`src/rtl/ifetch_pkg.sv`:
```
// Shared types and sizing constants for the instruction fetch path.
// The cache and decoder import the same constants, so widths agree across blocks.
package ifetch_pkg;

    localparam int ICACHE_DEPTH  = 1024;
    localparam int ICACHE_ADDR_W = $clog2(ICACHE_DEPTH);

    localparam int INS_LEN    = 54;
    localparam int ADDR_W     = ICACHE_ADDR_W;
    localparam int CNT_W      = ADDR_W + 1;   // counts 0..ICACHE_DEPTH inclusive
    localparam int FIFO_DEPTH = 4;            // power of two, at least 2

    typedef enum logic [1:0] {
        IDLE  = 2'd0,
        FETCH = 2'd1,
        DRAIN = 2'd2
    } fetch_state_t;

    // One prefetched instruction together with the address it came from.
    typedef struct packed {
        logic [ADDR_W-1:0]  pc;
        logic [INS_LEN-1:0] data;
    } ins_entry_t;

endpackage

```
`src/rtl/instruction_fetch_if.sv`:
```
// Bus bundle between the fetch sequencer, the cache control read port and the decoder.
//
// Handshake rules:
//   - Cache port: icache_rd_ctrl_data is combinational from icache_rd_ctrl_addr and is
//     consumed in the same cycle icache_rd_ctrl_en is high. No backpressure on this port.
//   - Decoder port: a transfer happens on every clock edge where ins_valid && ins_ready.
//     While ins_valid is high and ins_ready is low, ins_valid, ins_data and ins_pc hold
//     their values. ins_valid never depends combinationally on ins_ready.
interface instruction_fetch_if;
    import ifetch_pkg::*;

    logic               icache_rd_ctrl_en;
    logic [ADDR_W-1:0]  icache_rd_ctrl_addr;
    logic [INS_LEN-1:0] icache_rd_ctrl_data;

    logic               ins_valid;
    logic [INS_LEN-1:0] ins_data;
    logic [ADDR_W-1:0]  ins_pc;
    logic               ins_ready;

    // Fetch sequencer side.
    modport master (
        output icache_rd_ctrl_en,
        output icache_rd_ctrl_addr,
        input  icache_rd_ctrl_data,
        output ins_valid,
        output ins_data,
        output ins_pc,
        input  ins_ready
    );

    // Cache and decoder side.
    modport slave (
        input  icache_rd_ctrl_en,
        input  icache_rd_ctrl_addr,
        output icache_rd_ctrl_data,
        input  ins_valid,
        input  ins_data,
        input  ins_pc,
        output ins_ready
    );

endinterface

```
`src/rtl/ins_fifo.sv`:
```
// Small synchronous prefetch FIFO. The head is read straight out of the storage
// array, so a pushed word is visible at the head one cycle later at the earliest.
// A push is accepted while full if a pop happens in the same cycle.
module ins_fifo #(
    parameter int W     = 64,
    parameter int DEPTH = 4
) (
    input  logic         clk,
    input  logic         rst,
    input  logic         push,
    input  logic [W-1:0] push_data,
    input  logic         pop,
    input  logic         flush,
    output logic         full,
    output logic         empty,
    output logic [W-1:0] head
);

    localparam int PTR_W = $clog2(DEPTH);

    logic [W-1:0]     r_mem [DEPTH];
    logic [PTR_W-1:0] r_wr_ptr;
    logic [PTR_W-1:0] r_rd_ptr;
    logic [PTR_W:0]   r_count;

    logic w_do_push;
    logic w_do_pop;

    assign full  = (r_count == (PTR_W+1)'(DEPTH));
    assign empty = (r_count == '0);
    assign head  = r_mem[r_rd_ptr];

    assign w_do_pop  = pop && !empty;
    assign w_do_push = push && (!full || w_do_pop);

    // Pointer, count and storage update; flush wins over push and pop.
    always_ff @(posedge clk or posedge rst) begin
        if (rst) begin
            r_wr_ptr <= '0;
            r_rd_ptr <= '0;
            r_count  <= '0;
            for (int i = 0; i < DEPTH; i++) begin
                r_mem[i] <= '0;
            end
        end else if (flush) begin
            r_wr_ptr <= '0;
            r_rd_ptr <= '0;
            r_count  <= '0;
        end else begin
            if (w_do_push) begin
                r_mem[r_wr_ptr] <= push_data;
                r_wr_ptr        <= r_wr_ptr + 1'b1;
            end
            if (w_do_pop) begin
                r_rd_ptr <= r_rd_ptr + 1'b1;
            end
            case ({w_do_push, w_do_pop})
                2'b10:   r_count <= r_count + 1'b1;
                2'b01:   r_count <= r_count - 1'b1;
                default: r_count <= r_count;
            endcase
        end
    end

endmodule

```
`src/rtl/instruction_fetch.sv`:
```
// Instruction fetch sequencer: walks a contiguous address range through the cache
// control read port, one word per cycle, buffering fetched words in a prefetch FIFO
// that the decoder drains. Reports busy/done and supports a mid-stream flush.
module instruction_fetch
    import ifetch_pkg::*;
(
    input  logic                clk,
    input  logic                rst,
    input  logic                start,
    input  logic [ADDR_W-1:0]   start_pc,
    input  logic [CNT_W-1:0]    ins_count,
    input  logic                flush,
    instruction_fetch_if.master bus,
    output logic                busy,
    output logic                done,
    output fetch_state_t        o_dbg_state
);

    fetch_state_t      r_state;
    fetch_state_t      w_state_nxt;
    logic [ADDR_W-1:0] r_pc;
    logic [CNT_W-1:0]  r_remaining;
    logic              r_done;

    logic              w_load;
    logic              w_done_nxt;
    logic              w_issue;
    logic              w_pop;
    logic              w_full;
    logic              w_empty;
    ins_entry_t        w_push_entry;
    ins_entry_t        w_head;

    // A slot is free if the FIFO is not full or the head leaves this cycle.
    assign w_pop   = bus.ins_valid && bus.ins_ready;
    assign w_issue = !flush && (r_state == FETCH) && (r_remaining != '0) && (!w_full || w_pop);

    assign w_push_entry.pc   = r_pc;
    assign w_push_entry.data = bus.icache_rd_ctrl_data;

    assign bus.icache_rd_ctrl_en   = w_issue;
    assign bus.icache_rd_ctrl_addr = r_pc;
    assign bus.ins_valid           = !w_empty;
    assign bus.ins_data            = w_head.data;
    assign bus.ins_pc              = w_head.pc;

    assign busy        = (r_state != IDLE);
    assign done        = r_done;
    assign o_dbg_state = r_state;

    ins_fifo #(
        .W     ($bits(ins_entry_t)),
        .DEPTH (FIFO_DEPTH)
    ) u_fifo (
        .clk       (clk),
        .rst       (rst),
        .push      (w_issue),
        .push_data (w_push_entry),
        .pop       (w_pop),
        .flush     (flush),
        .full      (w_full),
        .empty     (w_empty),
        .head      (w_head)
    );

    // Next-state and done decision; flush overrides everything and never pulses done.
    always_comb begin
        w_state_nxt = r_state;
        w_load      = 1'b0;
        w_done_nxt  = 1'b0;
        if (flush) begin
            w_state_nxt = IDLE;
        end else begin
            case (r_state)
                IDLE: begin
                    if (start) begin
                        if (ins_count != '0) begin
                            w_state_nxt = FETCH;
                            w_load      = 1'b1;
                        end else begin
                            w_done_nxt  = 1'b1;
                        end
                    end
                end
                FETCH: begin
                    if (w_issue && (r_remaining == CNT_W'(1))) begin
                        w_state_nxt = DRAIN;
                    end
                end
                DRAIN: begin
                    if (w_empty) begin
                        w_state_nxt = IDLE;
                        w_done_nxt  = 1'b1;
                    end
                end
                default: begin
                    w_state_nxt = IDLE;
                end
            endcase
        end
    end

    // State register and completion pulse.
    always_ff @(posedge clk or posedge rst) begin
        if (rst) begin
            r_state <= IDLE;
            r_done  <= 1'b0;
        end else begin
            r_state <= w_state_nxt;
            r_done  <= w_done_nxt;
        end
    end

    // Address and remaining-count counters: loaded on launch, stepped on each issue.
    always_ff @(posedge clk or posedge rst) begin
        if (rst) begin
            r_pc        <= '0;
            r_remaining <= '0;
        end else if (w_load) begin
            r_pc        <= start_pc;
            r_remaining <= ins_count;
        end else if (w_issue) begin
            r_pc        <= r_pc + 1'b1;
            r_remaining <= r_remaining - 1'b1;
        end
    end

endmodule

```
`src/flat_wrapper.sv`:
```
// flat-port wrapper written by rule: the top's interface ports become plain ports
module instruction_fetch_flat import ifetch_pkg::*;
  (clk, rst, start, start_pc, ins_count, flush, busy, done, o_dbg_state, bus_icache_rd_ctrl_en, bus_icache_rd_ctrl_addr, bus_icache_rd_ctrl_data, bus_ins_valid, bus_ins_data, bus_ins_pc, bus_ins_ready);
  instruction_fetch_if bus_i ();
  input  logic clk;
  input  logic rst;
  input  logic start;
  input  logic [ADDR_W-1:0] start_pc;
  input  logic [CNT_W-1:0] ins_count;
  input  logic flush;
  output logic busy;
  output logic done;
  output fetch_state_t o_dbg_state;
  output wire logic [$bits(bus_i.icache_rd_ctrl_en)-1:0] bus_icache_rd_ctrl_en;
  output wire logic [$bits(bus_i.icache_rd_ctrl_addr)-1:0] bus_icache_rd_ctrl_addr;
  input wire logic [$bits(bus_i.icache_rd_ctrl_data)-1:0] bus_icache_rd_ctrl_data;
  output wire logic [$bits(bus_i.ins_valid)-1:0] bus_ins_valid;
  output wire logic [$bits(bus_i.ins_data)-1:0] bus_ins_data;
  output wire logic [$bits(bus_i.ins_pc)-1:0] bus_ins_pc;
  input wire logic [$bits(bus_i.ins_ready)-1:0] bus_ins_ready;
  assign bus_icache_rd_ctrl_en = bus_i.icache_rd_ctrl_en;
  assign bus_icache_rd_ctrl_addr = bus_i.icache_rd_ctrl_addr;
  assign bus_i.icache_rd_ctrl_data = bus_icache_rd_ctrl_data;
  assign bus_ins_valid = bus_i.ins_valid;
  assign bus_ins_data = bus_i.ins_data;
  assign bus_ins_pc = bus_i.ins_pc;
  assign bus_i.ins_ready = bus_ins_ready;
  instruction_fetch u_core (.clk(clk), .rst(rst), .start(start), .start_pc(start_pc), .ins_count(ins_count), .flush(flush), .bus(bus_i), .busy(busy), .done(done), .o_dbg_state(o_dbg_state));
endmodule
```
`config.mk`:
```
export PLATFORM = sky130hd
export DESIGN_NAME = instruction_fetch_flat
export DESIGN_NICKNAME = d
export VERILOG_FILES = /design/src/rtl/ifetch_pkg.sv /design/src/rtl/instruction_fetch_if.sv /design/src/rtl/ins_fifo.sv /design/src/rtl/instruction_fetch.sv /design/src/flat_wrapper.sv
export SDC_FILE = /design/constraint.sdc
export NUM_CORES = 1
export LEC_CHECK = 0
export ABC_AREA = 1
export BUFFER_PORTS_ARGS = -buffer_cell sky130_fd_sc_hd__buf_2
export CELL_PAD_IN_SITES_DETAIL_PLACEMENT = 0
export CELL_PAD_IN_SITES_GLOBAL_PLACEMENT = 1
export CORE_MARGIN = 3
export CORE_UTILIZATION = 44
export DETAILED_ROUTE_END_ITERATION = 10
export GPL_TIMING_DRIVEN = 0
export HOLD_SLACK_MARGIN = 0.06
export PLACE_DENSITY = 0.82
export SLEW_MARGIN = 40
export SYNTH_ARGS = -nofsm -noshare
export SYNTH_HDL_FRONTEND = slang
export SYNTH_SLANG_ARGS = --single-unit
```
`constraint.sdc`:
```
create_clock -name clk -period 13.4 [get_ports clk]
set_input_delay 2.01 -clock clk [delete_from_list [all_inputs] [get_ports clk]]
set_output_delay 2.01 -clock clk [all_outputs]
set_load 0.05 [all_outputs]
```
# Word-level counts from Yosys, hierarchy flattened

Cells that the tools add are included.

Add/sub/neg operators: 6
Multiply operators: 0
Div/mod/pow operators: 0
Magnitude comparators: 3
Eq/ne operators: 10
Shifts and indexed selects: 0
Mux-type cells: 31
Bitwise operators: 3
Reduce and logical (&&, ||, !) cells: 24

Operator list:

| cell                    | count |
|---|---|
| $bwmux W256             | 1 |
| $mux W64                | 3 |
| $bmux W64 S2            | 1 |
| $demux W64 S2           | 1 |
| $mux W11                | 2 |
| $reduce_bool A11 Y1     | 2 |
| $mux W10                | 2 |
| $mux W2                 | 9 |
| $eq A11 B1 Y1 const B   | 1 |
| $sub A11 B1 Y11 const B | 1 |
| $add A10 B1 Y10 const B | 1 |
| $logic_and A1 B1 Y1     | 8 |
| $mux W1                 | 8 |
| $reduce_bool A2 Y1      | 4 |
| $ge A3 B3 Y1 const B    | 2 |
| $ne A3 B2 Y1 const B    | 2 |
| $ne A3 B3 Y1 const B    | 2 |
| $not A2 Y3              | 2 |
| $pmux W2 S3             | 1 |
| $pmux W3 S2             | 1 |
| $add A2 B1 Y2 const B   | 2 |
| $eq A2 B1 Y1 const B    | 2 |
| $eq A2 B2 Y1 const B    | 2 |
| $reduce_and A4 Y1       | 1 |
| other kinds (13)        | 16 |

Flip-flop bits (word level): 287
Latch bits: 0
Bits in writable memories: 0
ROM bits: 0
Output and inout port bits: 80
Memories kept: 0

# Longest topological paths before layout

Gate-level depths: netlist (run 1).

Word-level depth: 9
Gate-level depth with buffers: 15
Mapped depth without buffers: 15

# Cells and area by module

Synthesis (run 1) repeated with hierarchy kept, for this count alone.

Cell total of the unflattened synthesis: 1,779
Area, all modules: 14,261.2 sq um

Modules (own cells, without submodules):

| module            | instances | cells each | area each (sq um) | sequential area each (sq um) |
|---|---|---|---|---|
| ins_fifo          | 1         | 1,534      | 12,459.4          | 6,581.3 |
| instruction_fetch | 1         | 245        | 1,801.7           | 600.6 |

# Worst setup path before layout (run 1)

No wires, ideal clock.

Path kind: input to output
From: in flush
To: out bus_icache_rd_ctrl_en
Data arrival time: 2,827 ps
Data required time: 11,390 ps
Setup slack: 8,563 ps
Stages: 6
Cells stage by stage: clkinv_2 > nand3_2 > nor2_4 > nand2_4 > inv_8 > buf_2

Longest elaborated chain between the ends: 4

Ends and longest elaborated chain:

| element                           | RTL line                | source |
|---|---|---|
| from (decl)                       | flat_wrapper.sv:10      | `input logic flush;` |
| $logic_not A1 Y1                  | instruction_fetch.sv:36 | `assign w_issue = !flush && (r_state == FETCH) && (r_remaining != '0) && (!w_full \|\| w_pop);` |
| $logic_and A1 B1 Y1 (3 in series) | instruction_fetch.sv:36 |  |
| to (decl)                         | flat_wrapper.sv:14      | `output wire logic [$bits(bus_i.icache_rd_ctrl_en)-1:0] bus_icache_rd_ctrl_en;` |

No other way between the ends.

# Final worst setup path (run 1)

Ends and elaborated chain as after synthesis.

==> out/qor.yml, run 1 <==
status:
  status: "completed"
worst_setup_path:
  cp_data_arrival_time_ps: 3310
  cp.required_ps: 11390
  startpoint_type: "input port"
  critPathKind: "in2out"
  cp_max_fo: 10
  cp-end-kind: "primary output"
routing:
  detail-route-antenna-nets: 0
  highest_layer: "met4"
  drc: 0
  via_count: 11300
  drtIter0Drc: 841
  wirelength_met1_um: 16700
  wl_met2_um: 17900
  wl_met3_um: 2280
  wl_per_cell_um: 17.8
  viasPerCell: 5.35
  drt-pass1-iter-count: 5
  drt-total-wl_um: 37600
final_layout:
  area_growth_pct: 18.7
  nFillCells: 2731
  multiInputGateArea_um2: 4880
  drive_above_1_share: 0.183
  antennaDiodeCount: 0
  seq_area_um2: 7180
  fin_area_um2: 15700
  num-nets-final: 1795
synth:
  synthArstFlopShare: 1.00
  synthSimpleGateAreaFrac: 0.159
  ys_ff_latch: 287
  synth_top_family_by_area: "compound AO/OA/AOI/OAI gates"
  synth-xor-area-share: 0.00594
  synth_seq_area_share: 0.541
  synth.distinct_cells: 30
  synth-compound-area-share: 0.195
  yosysWarnings: 0
  synth_mux_area_frac: 0
  syn_nets: 1597
  syn_area_per_cell_um2: 8.79
  netlist_top_cells_count: "nand2_1, dfrtp_1, o21ai_1"
  synthTopCellsByArea: "dfrtp_1, nand2_1, o21ai_1"
  synth_top_cell_by_area: "dfrtp_1"
  synth-main-ff-cell: "dfrtp_1"
  syn_inst: 1509
  synth_area_um2: 13300
  yosysMostFrequentCell: "nand2_1"
  synth_top_area_share: 0.541
  synthAdderAreaFrac: 0.00811
  synth_edf_count: 0
placed_design:
  routabilityCongestion: 0.824
  placedInstanceArea_um2: 14600
  dp_hpwl_um: 25100
  place_ws_ps: 8070
  io_buffers: 159
grt:
  track_usage: 0.228
  grt_pass1_vias: 11200
  grt_pass1_wl_um: 60400
  grt_max_degree: 80
  grt_overflow: 0
  antenna_found_initial: 0
flow_run:
  maxCapViolCount: 0
clock_network:
  cts-hold-fix-buffers: 0
  clockBufferDepth: 3
  tritoncts: "done"
  cts.repair.resized: 0
  cts_buffers: 34
  clock-sinks: 287
  cts_root_buf: "clkbuf_16"
  cts_max_level: 2
  clkTransAtPathRegs_ps: 60
  insertion_delay_ps: 510
  post_cts_buffers: 0
power:
  swShare: 0.403
  p_switching_mw: 1.34
  seq_power_share: 0.369
  p_leak_nw: 7.84
  combPwrFrac: 0.355
  pwr-share-clk: 0.276
  p_per_area_nw_per_um2: 211
  total_power_mw: 3.32
  ir_drop_v: 0.0000969
  power.internal_mw: 1.98
sta:
  rsz0062_at_grt: "no"
  slew_viol_final: 0
  fin_crit_ps: 5320
  max_freq_mhz: 188
  worst_slew_pin_slew_ps: 694
  hold-worst-slack_ps: 476
  relSlewSlack: 0.538
  clock_skew_ps: 24.2
  worst_slack_ps: 8080
  hold_viol: 0
  finalCritPeriodShare: 0.397
  finalSetupViolCount: 0
floorplan:
  core_um2: 29200
  fp.dieH_um: 180
  rows: 62
  io_pins: 160
  start_util: 0.454
  fp.dieW_um: 180
  dieArea_um2: 32300
hold_path:
  min_path_type: "reg2reg"
==> flip-flops by register name, summed over array words and instances, names as in the netlist <==
register / cells
u_core.u_fifo.r_count: 3
u_core.o_dbg_state: 2
u_core.u_fifo.r_mem: 256
u_core.bus.icache_rd_ctrl_addr: 10
u_core.r_remaining: 11
u_core.u_fifo.r_rd_ptr: 2
u_core.u_fifo.r_wr_ptr: 2
u_core.done: 1
==> through the flow <==
| step | setup TNS, ps | util | cells |
|---|---|---|---|
| floorplan | 0 | - | 1509 |
| global placement | -116 | 0.497 | 2052 |
| detailed placement | 0 | 0.500 | 2055 |
| CTS | 0 | 0.538 | 2112 |
| global route | 0 | 0.538 | 2112 |
| finish | 0 | 0.538 | 2112 |
==> routing by layer <==
layer  up-vias  global-route usage
li1       5413                   -
met4         0              0.0545
met2       352               0.377
met3        55              0.0396
met1      5477               0.317
met5         -                   0
==> logic make-up after synthesis <==
kind of cell	Yosys count
DFF	287
xor gates and xnor gates	9
adders and majority gates	8
and+or+nand+nor	528
AOI/OAI and AO/OA	478
buffers and inverters	199
==> area by class of cell <==
cell class              instances  share of cell area
inverters                      94              0.0234
clock inverters                10             0.00636
clock buffers                  47              0.0644
multi-input cells            1023               0.310
repair buffers                162              0.0558
well taps                     384              0.0305
plain buffers                 105              0.0535
flip-flops and latches        287               0.456
==> worst max-delay path, cell delays in order <==
cell and delay (ps):
buf_2 130, clkinv_2 100, nand3_2 100, nor2_4 150, nand2_4 120, inv_8 120
buf_2 260, buf_2 320
==> worst paths after layout <==
path	from	depth (start not counted)	end	slack (ps)
hold reg to reg	u_core.u_fifo.r_mem[141]	2	u_core.u_fifo.r_mem[141]	480
max in group asynchronous	rst	3	u_core.u_fifo.r_mem[10]	11090
hold / removal	u_core.u_fifo.r_mem[141]	2	u_core.u_fifo.r_mem[141]	480
min in group asynchronous	rst	2	u_core.r_remaining[9]	1550
setup / recovery	flush	8	bus_icache_rd_ctrl_en	8080
setup reg to reg	u_core.r_remaining[0]	15	u_core.u_fifo.r_count[2]	11120
==> cells in the final DEF, fill, tap and decap left out, drive strengths merged <==
cell / n
xnor2: 1
fa: 1
a21oi: 4
bufinv: 2
clkinv: 9
o21ai: 393
o211ai: 16
nand4: 2
nor3: 3
nand3: 35
clkbuf: 86
inv: 93
nand3b: 3
ha: 7
nor2: 156
o22ai: 64
nand2: 329
buf: 228
xor2: 8
o31ai: 1
dfrtp: 287
==> power groups by stage <==
stage,Clock (mW),Combinational (mW),Sequential (mW)
floorplan,0,0.867,1.24
global placement,0,1.17,1.23
detailed placement,0,1.18,1.23
CTS,0.935,1.19,1.22
global route,0.968,1.29,1.25
finish,0.916,1.18,1.22
Note: power is estimated with default switching activity, not from simulation.
==> run 2, diff against run 1 <==
ABC_AREA = 0   (was 1)
CORE_UTILIZATION = 49   (was 44)
PLACE_DENSITY = 0.83   (was 0.82)
clock period = 5.45 ns   (was 13.4 ns; I/O delays follow)
==> run 2 against run 1 <==
Sequential share of layout area rose by 0.44 points. Cell area is 0.95% lower. Flip-flop and latch count unchanged. Final cell count decreased by 35%. First-iteration DRC count down 63%. Non-clock buffer count decreased by 47.
==> out/qor.yml, run 2 <==
status:
  status: "completed"  # unchanged
synth:
  netlist_top_cells_count: "dfrtp_1, mux2_2, mux2_1"  # was nand2_1, dfrtp_1, o21ai_1
  synth_seq_area_share: 0.552  # was 0.541
  yosysWarnings: 0  # unchanged
  synth_edf_count: 0  # unchanged
  syn_area_per_cell_um2: 16.1  # was 8.79 um^2
  synth_top_area_share: 0.552  # was 0.541
  synth_area_um2: 13000  # was 13300 um^2
  syn_inst: 809  # was 1509
  synth-main-ff-cell: "dfrtp_1"  # unchanged
  synth.distinct_cells: 54  # was 30
  ys_ff_latch: 287  # unchanged
  synth_top_cell_by_area: "dfrtp_1"  # unchanged
  syn_nets: 897  # was 1597
  synthArstFlopShare: 1.00  # unchanged
  yosysMostFrequentCell: "dfrtp_1"  # was nand2_1
  synthTopCellsByArea: "dfrtp_1, mux2_2, mux4_2"  # was dfrtp_1, nand2_1, o21ai_1
final_layout:
  fin_util: 0.599  # was 0.538
  area_growth_pct: 19.9  # was 18.7%
  largest_reg_flops: 256  # unchanged
  final_cell_mix: "dfrtp_1, buf_2, mux2_2, mux2_1, mux4_2"  # was nand2_1, dfrtp_1, o21ai_1, buf_2, nor2_1
  fin_area_um2: 15600  # was 15700 um^2
  num-nets-final: 1103  # was 1795
  final_cells: 1373  # was 2112
  drive_above_1_share: 0.510  # was 0.183
  top_register: "u_core.u_fifo.r_mem"  # unchanged
  antennaDiodeCount: 0  # unchanged
  final_common_cell: "dfrtp_1"  # was nand2_1
worst_setup_path:
  critPathKind: "reg2out"  # was in2out
  cp_max_fo: 10  # unchanged
  r2r-start: "u_core.r_remaining[0]"  # unchanged
  r2r_end: "u_core.u_fifo.r_mem[141]"  # was u_core.u_fifo.r_count[2]
  cp_data_arrival_time_ps: 2760  # was 3310 ps
  cp-end-kind: "primary output"  # unchanged
  crit_start: "u_core.u_fifo.r_rd_ptr[1]"  # was flush
  reg2reg_slack_ps: 2660  # was 11120 ps
  cp.required_ps: 4630  # was 11390 ps
  startpoint_type: "register"  # was input port
  reg2reg_depth: 9  # was 15
grt:
  grt_overflow: 0  # unchanged
  grt_pass1_vias: 8324  # was 11.2k
  track_usage: 0.197  # was 0.228
  grt_max_degree: 26  # was 80
  grt_pass1_wl_um: 45600  # was 60400 um
  antenna_found_initial: 0  # unchanged
routing:
  drt-pass1-iter-count: 4  # was 5
  drtIter0Drc: 308  # was 841
  detail-route-antenna-nets: 0  # unchanged
  via_count: 7720  # was 11.3k
  drt-total-wl_um: 27500  # was 37600 um
  viasPerCell: 5.62  # was 5.35
  drc: 0  # unchanged
  wl_per_cell_um: 20.1  # was 17.8 um
floorplan:
  core_um2: 26100  # was 29200 um^2
  fp.dieW_um: 169  # was 180 um
  rows: 59  # was 62
  io_pins: 160  # unchanged
  start_util: 0.499  # was 0.454
  fp.dieH_um: 169  # was 180 um
  dieArea_um2: 28500  # was 32300 um^2
sta:
  worst_slack_ps: 1870  # was 8080 ps
  slew_viol_final: 0  # unchanged
  finalCritPeriodShare: 0.657
  max_freq_mhz: 279
  worst_slew_pin_slew_ps: 780  # was 694 ps
  hold_viol: 0  # unchanged
  fin_crit_ps: 3580
  clock_skew_ps: 7.15  # was 24.2 ps
  finalSetupViolCount: 0  # unchanged
  relSlewSlack: 0.479  # was 0.538
  rsz0062_at_grt: "no"  # unchanged
placed_design:
  routabilityCongestion: 0.811  # was 0.824
  placed_cells: 1317  # was 2055
  dp_hpwl_um: 19100  # was 25100 um
  io_buffers: 159  # unchanged
  place_ws_ps: 2270  # was 8070 ps
  placedInstanceArea_um2: 14600  # about the same
clock_network:
  clock-sinks: 287  # unchanged
  post_cts_buffers: 0  # unchanged
  cts-hold-fix-buffers: 0  # unchanged
  cts_root_buf: "clkbuf_16"  # unchanged
  clockBufferDepth: 3  # unchanged
  clkTransAtPathRegs_ps: 60  # about the same
  cts.repair.resized: 0  # unchanged
  cts_buffers: 31  # was 34
  insertion_delay_ps: 540  # was 510 ps
  cts_max_level: 1  # was 2
  tritoncts: "done"  # unchanged
power:
  ir_drop_v: 0.000493  # was 0.0000969 V
  p_leak_nw: 7.54  # was 7.84 nW
  total_power_mw: 8.39  # was 3.32 mW
  p_per_area_nw_per_um2: 538  # was 211 nW/um^2
flow_run:
  maxCapViolCount: 0  # unchanged
hold_path:
  min_path_type: "in2async"  # was reg2reg
[run 2: cell types whose count changed after synthesis, moves of 25 or more]
cell      change
mux4_2       +64
mux2_4       +35
mux2_2      +154
o21ai_1     -234
nand3_1      -25
nand2_1     -310
buf_6        -39
o22ai_1      -64
clkbuf_1     -31
inv_1        -83
o21ai_0     -126
mux2_1       +68
nor2_1      -140
[run 2: how the worst max path moves through the flow]
stage	slack (ps)	to
2_1_floorplan	830	u_core.bus.icache_rd_ctrl_addr[0]
3_3_place_gp	-940	u_core.u_fifo.r_mem[163]
3_5_place_dp	2270	bus_ins_pc[4]
4_1_cts	1680	bus_ins_pc[4]
5_1_grt	1730	bus_ins_data[50]
6_report	1870	bus_ins_data[50]
[run 2: logic make-up (layout without fill, tap and decap cells)]
family          Yosys count  after routing  share of synthesized area
fa+ha+maj                 8              8                    0.00827
mux                     322            322                      0.344
buf+inv                  54            283                     0.0249
simple gates             84             84                     0.0389
flops                   287            287                      0.552
compound gates           47             47                     0.0272
xor+xnor                  7              7                    0.00471
[run 2: stage by stage]
step	TNS [ps]	hold WS (ps)
after global placement	-260450	468
after global routing	0	222
final	0	236
after CTS	0	211
after detailed placement	0	477
after floorplan	0	459
[run 2: where the power goes]
group	internal (mW)	total (mW)	switching [mW]
Combinational	1.20	3.32	2.12
Clock	1.22	2.05	0.830
Sequential	2.67	3.01	0.346
Total	5.09	8.39	3.30
[run 2: layer usage]
metal  part of all wire  up-vias  track usage  wire (um)
met4              0.020        0       0.0406        560
met5                  0        -            0          0
met3              0.046       45       0.0297       1260
met1               0.45     4027        0.283      12300
met2               0.49      173        0.325      13400
li1                   -     3475            -          -
[run 2: final cells by class]
cell class	count	area, um^2
clock buffer	46	932
timing repair buffer	173	1140
clock inverter	10	83.8
inverter	7	30.0
tap	335	419
multi-input combinational	468	5510
sequential	287	7180
fill	2032	10500
buffer	47	302
[run 2: worst max-delay path, stage by stage (launching register included)]
cell,delay (ps)
dfrtp_1,360
clkbuf_1,570
buf_1,630
mux4_2,420
buf_2,230
==> run 3, diff against run 2 <==
ABC_AREA = 1   (was 0)
CORE_UTILIZATION = 40   (was 49)
PLACE_DENSITY = 0.79   (was 0.83)
clock period = 3 ns   (was 5.45 ns; I/O delays follow)
==> run 3 against run 2 <==
Sequential power up 82%. Clock skew up 6.9 ps. Power up 79%. Via count up 46%. Core utilization down 10 points. Critical path depth up 3. Clock power up 100%. Critical endpoint is now bus_ins_data[31]. Largest cell class unchanged.
==> out/qor.yml, run 3 (synthesis gave the netlist of run 1 again) <==
sta:
  finalSetupViolCount: 0  # unchanged
  rsz0062_at_grt: "yes"  # was no
  finalCritPeriodShare: 0.960
  slew_viol_final: 0  # unchanged
  clock_skew_ps: 14.1  # was 7.15 ps
  worst_slew_pin_slew_ps: 619  # was 780 ps
  relSlewSlack: 0.587  # was 0.479
  hold_viol: 0  # unchanged
  fin_crit_ps: 2880
  max_freq_mhz: 347
  tns_ps: 0  # unchanged
routing:
  wl_per_cell_um: 17.6  # was 20.1 um
  drt-pass1-iter-count: 5  # was 4
  viasPerCell: 5.17  # was 5.62
  detail-route-antenna-nets: 0  # unchanged
  drtIter0Drc: 817  # was 308
  drt-total-wl_um: 38400  # was 27500 um
  drc: 0  # unchanged
  via_count: 11300  # was 7720
flow_run:
  maxCapViolCount: 0  # unchanged
placed_design:
  dp_hpwl_um: 26200  # was 19100 um
  routabilityCongestion: 0.779  # was 0.811
  io_buffers: 159  # unchanged
worst_setup_path:
  reg2reg_slack_ps: 720  # was 2660 ps
  cp_data_arrival_time_ps: 2430  # was 2760 ps
  cp_max_fo: 10  # unchanged
  r2r_end: "u_core.u_fifo.r_count[2]"  # was u_core.u_fifo.r_mem[141]
  cp.required_ps: 2550  # was 4630 ps
  r2r-start: "u_core.r_remaining[0]"  # unchanged
  cp-end-kind: "primary output"  # unchanged
  critPathKind: "reg2out"  # unchanged
  startpoint_type: "register"  # unchanged
  reg2reg_depth: 15  # was 9
power:
  total_power_mw: 15.0  # was 8.39 mW
  seq_power_share: 0.365  # was 0.359
  p_per_area_nw_per_um2: 927  # was 538 nW/um^2
  pwr-share-clk: 0.276  # was 0.245
  swShare: 0.403  # was 0.393
  combPwrFrac: 0.359  # was 0.396
  p_leak_nw: 8.01  # was 7.54 nW
  ir_drop_v: 0.000413  # was 0.000493 V
  p_switching_mw: 6.05  # was 3.30 mW
  power.internal_mw: 8.95  # was 5.09 mW
final_layout:
  final_cell_mix: "nand2_1, dfrtp_1, o21ai_1, buf_2, nor2_1"  # was dfrtp_1, buf_2, mux2_2, mux2_1, mux4_2
  final_common_cell: "nand2_1"  # was dfrtp_1
  antennaDiodeCount: 0  # unchanged
  top_register: "u_core.u_fifo.r_mem"  # unchanged
  nFillCells: 3179  # was 2032
  area_growth_pct: 22.0  # was 19.9%
  drive_above_1_share: 0.196  # was 0.510
  num-nets-final: 1806  # was 1103
  largest_reg_flops: 256  # unchanged
floorplan:
  start_util: 0.407  # was 0.499
  core_um2: 32600  # was 26100 um^2
  fp.dieH_um: 188  # was 169 um
  io_pins: 160  # unchanged
  rows: 66  # was 59
  dieArea_um2: 35400  # was 28500 um^2
  fp.dieW_um: 188  # was 169 um
hold_path:
  hold_path_end: "u_core.r_remaining[10]"
  hold-path-cell-count: 3
  min_path_type: "in2reg"  # was in2async
  min_from: "ins_count[10]"
status:
  status: "completed"  # unchanged
clock_network:
  cts_root_buf: "clkbuf_16"  # unchanged
  post_cts_buffers: 0  # unchanged
  tritoncts: "done"  # unchanged
  cts_buffers: 34  # was 31
  clkTransAtPathRegs_ps: 50  # was 60 ps
  insertion_delay_ps: 510  # was 540 ps
  clock-sinks: 287  # unchanged
  clockBufferDepth: 3  # unchanged
  cts_max_level: 2  # was 1
grt:
  track_usage: 0.219  # was 0.197
  grt_pass1_vias: 11400  # was 8324
  grt_pass1_wl_um: 62200  # was 45600 um
  antenna_found_initial: 0  # unchanged
  grt_max_degree: 25  # was 26
  grt_overflow: 0  # unchanged
[run 3: changes by cell type in the layout (fill, tap and decap cells not counted), moves of 25 or more]
cell and change:
mux4_2 -64, inv_1 +83, nand2_1 +310, buf_6 +39, o21ai_1 +234, o21ai_0 +126
mux2_4 -35, mux2_1 -68, o22ai_1 +64, mux2_2 -154, nand3_1 +25, nor2_1 +140
[run 3: layer usage]
| metal | GRT usage | share of wire |
|---|---|---|
| met1 | 0.300 | 0.45 |
| met2 | 0.357 | 0.47 |
| met3 | 0.0402 | 0.053 |
| met4 | 0.0623 | 0.020 |
| met5 | 0 | 0 |
[run 3: worst max-delay path by stage]
| stage | depth (start not counted) | startpoint | slack, ps | endpoint |
|---|---|---|---|---|
| final | 7 | u_core.u_fifo.r_rd_ptr[0] | 120 | bus_ins_data[31] |
| after global routing | 5 | u_core.u_fifo.r_rd_ptr[1] | -40 | bus_ins_data[14] |
| after CTS | 7 | u_core.u_fifo.r_rd_ptr[0] | 7 | bus_ins_data[2] |
| after detailed placement | 6 | u_core.u_fifo.r_rd_ptr[1] | 330 | bus_ins_pc[3] |
| after global placement | 2 | rst | -3100 | u_core.u_fifo.r_mem[214] |
| after floorplan | 1 | rst | -1260 | u_core.bus.icache_rd_ctrl_addr[0] |
[run 3: area by class of cell]
type	count	area (um^2)	area share
multi-input cells	1023	4880	0.302
plain buffers	104	871	0.0538
repair buffers	174	1190	0.0738
clock inverters	13	120	0.00742
well taps	442	553	0.0342
flip-flops and latches	287	7180	0.444
inverters	94	365	0.0226
clock buffers	47	1010	0.0626
[run 3: critical path: stages, from the launching register on]
cell	delay, ps
dfrtp_1	410
buf_2	230
inv_1	110
clkbuf_4	240
buf_2	280
nor2_1	60
o22ai_1	280
clkbuf_4	300
[run 3: what timing repair did]
item                                    4_1_cts  5_1_grt
endpoints found under the setup margin       58       56
endpoints found under the hold margin        14        0
cloned                                        0        0
resized for setup                            12       26
hold buffers                                  1        0
[run 3: stage by stage]
| step | setup WS [ps] | hold slack, ps | cells | utilization | cell area, um^2 |
|---|---|---|---|---|---|
| after floorplan | -1260 | 450 | 1509 | - | 13300 |
| after global placement | -3100 | 459 | 2110 | 0.448 | 14600 |
| after detailed placement | 334 | 463 | 2124 | 0.459 | 15000 |
| after CTS | 6.83 | 194 | 2184 | 0.495 | 16100 |
| after global routing | -43.4 | 203 | 2184 | 0.496 | 16200 |
| final | 119 | 207 | 2184 | 0.496 | 16200 |
[run 3: power by group through the flow]
stage                     Clock (mW)  Combinational, mW  Sequential (mW)
final                           4.14               5.39             5.47
after global routing            4.39               5.88             5.59
after CTS                       4.22               5.39             5.45
after detailed placement           0               5.37             5.50
after global placement             0               5.24             5.49
after floorplan                    0               3.87             5.52
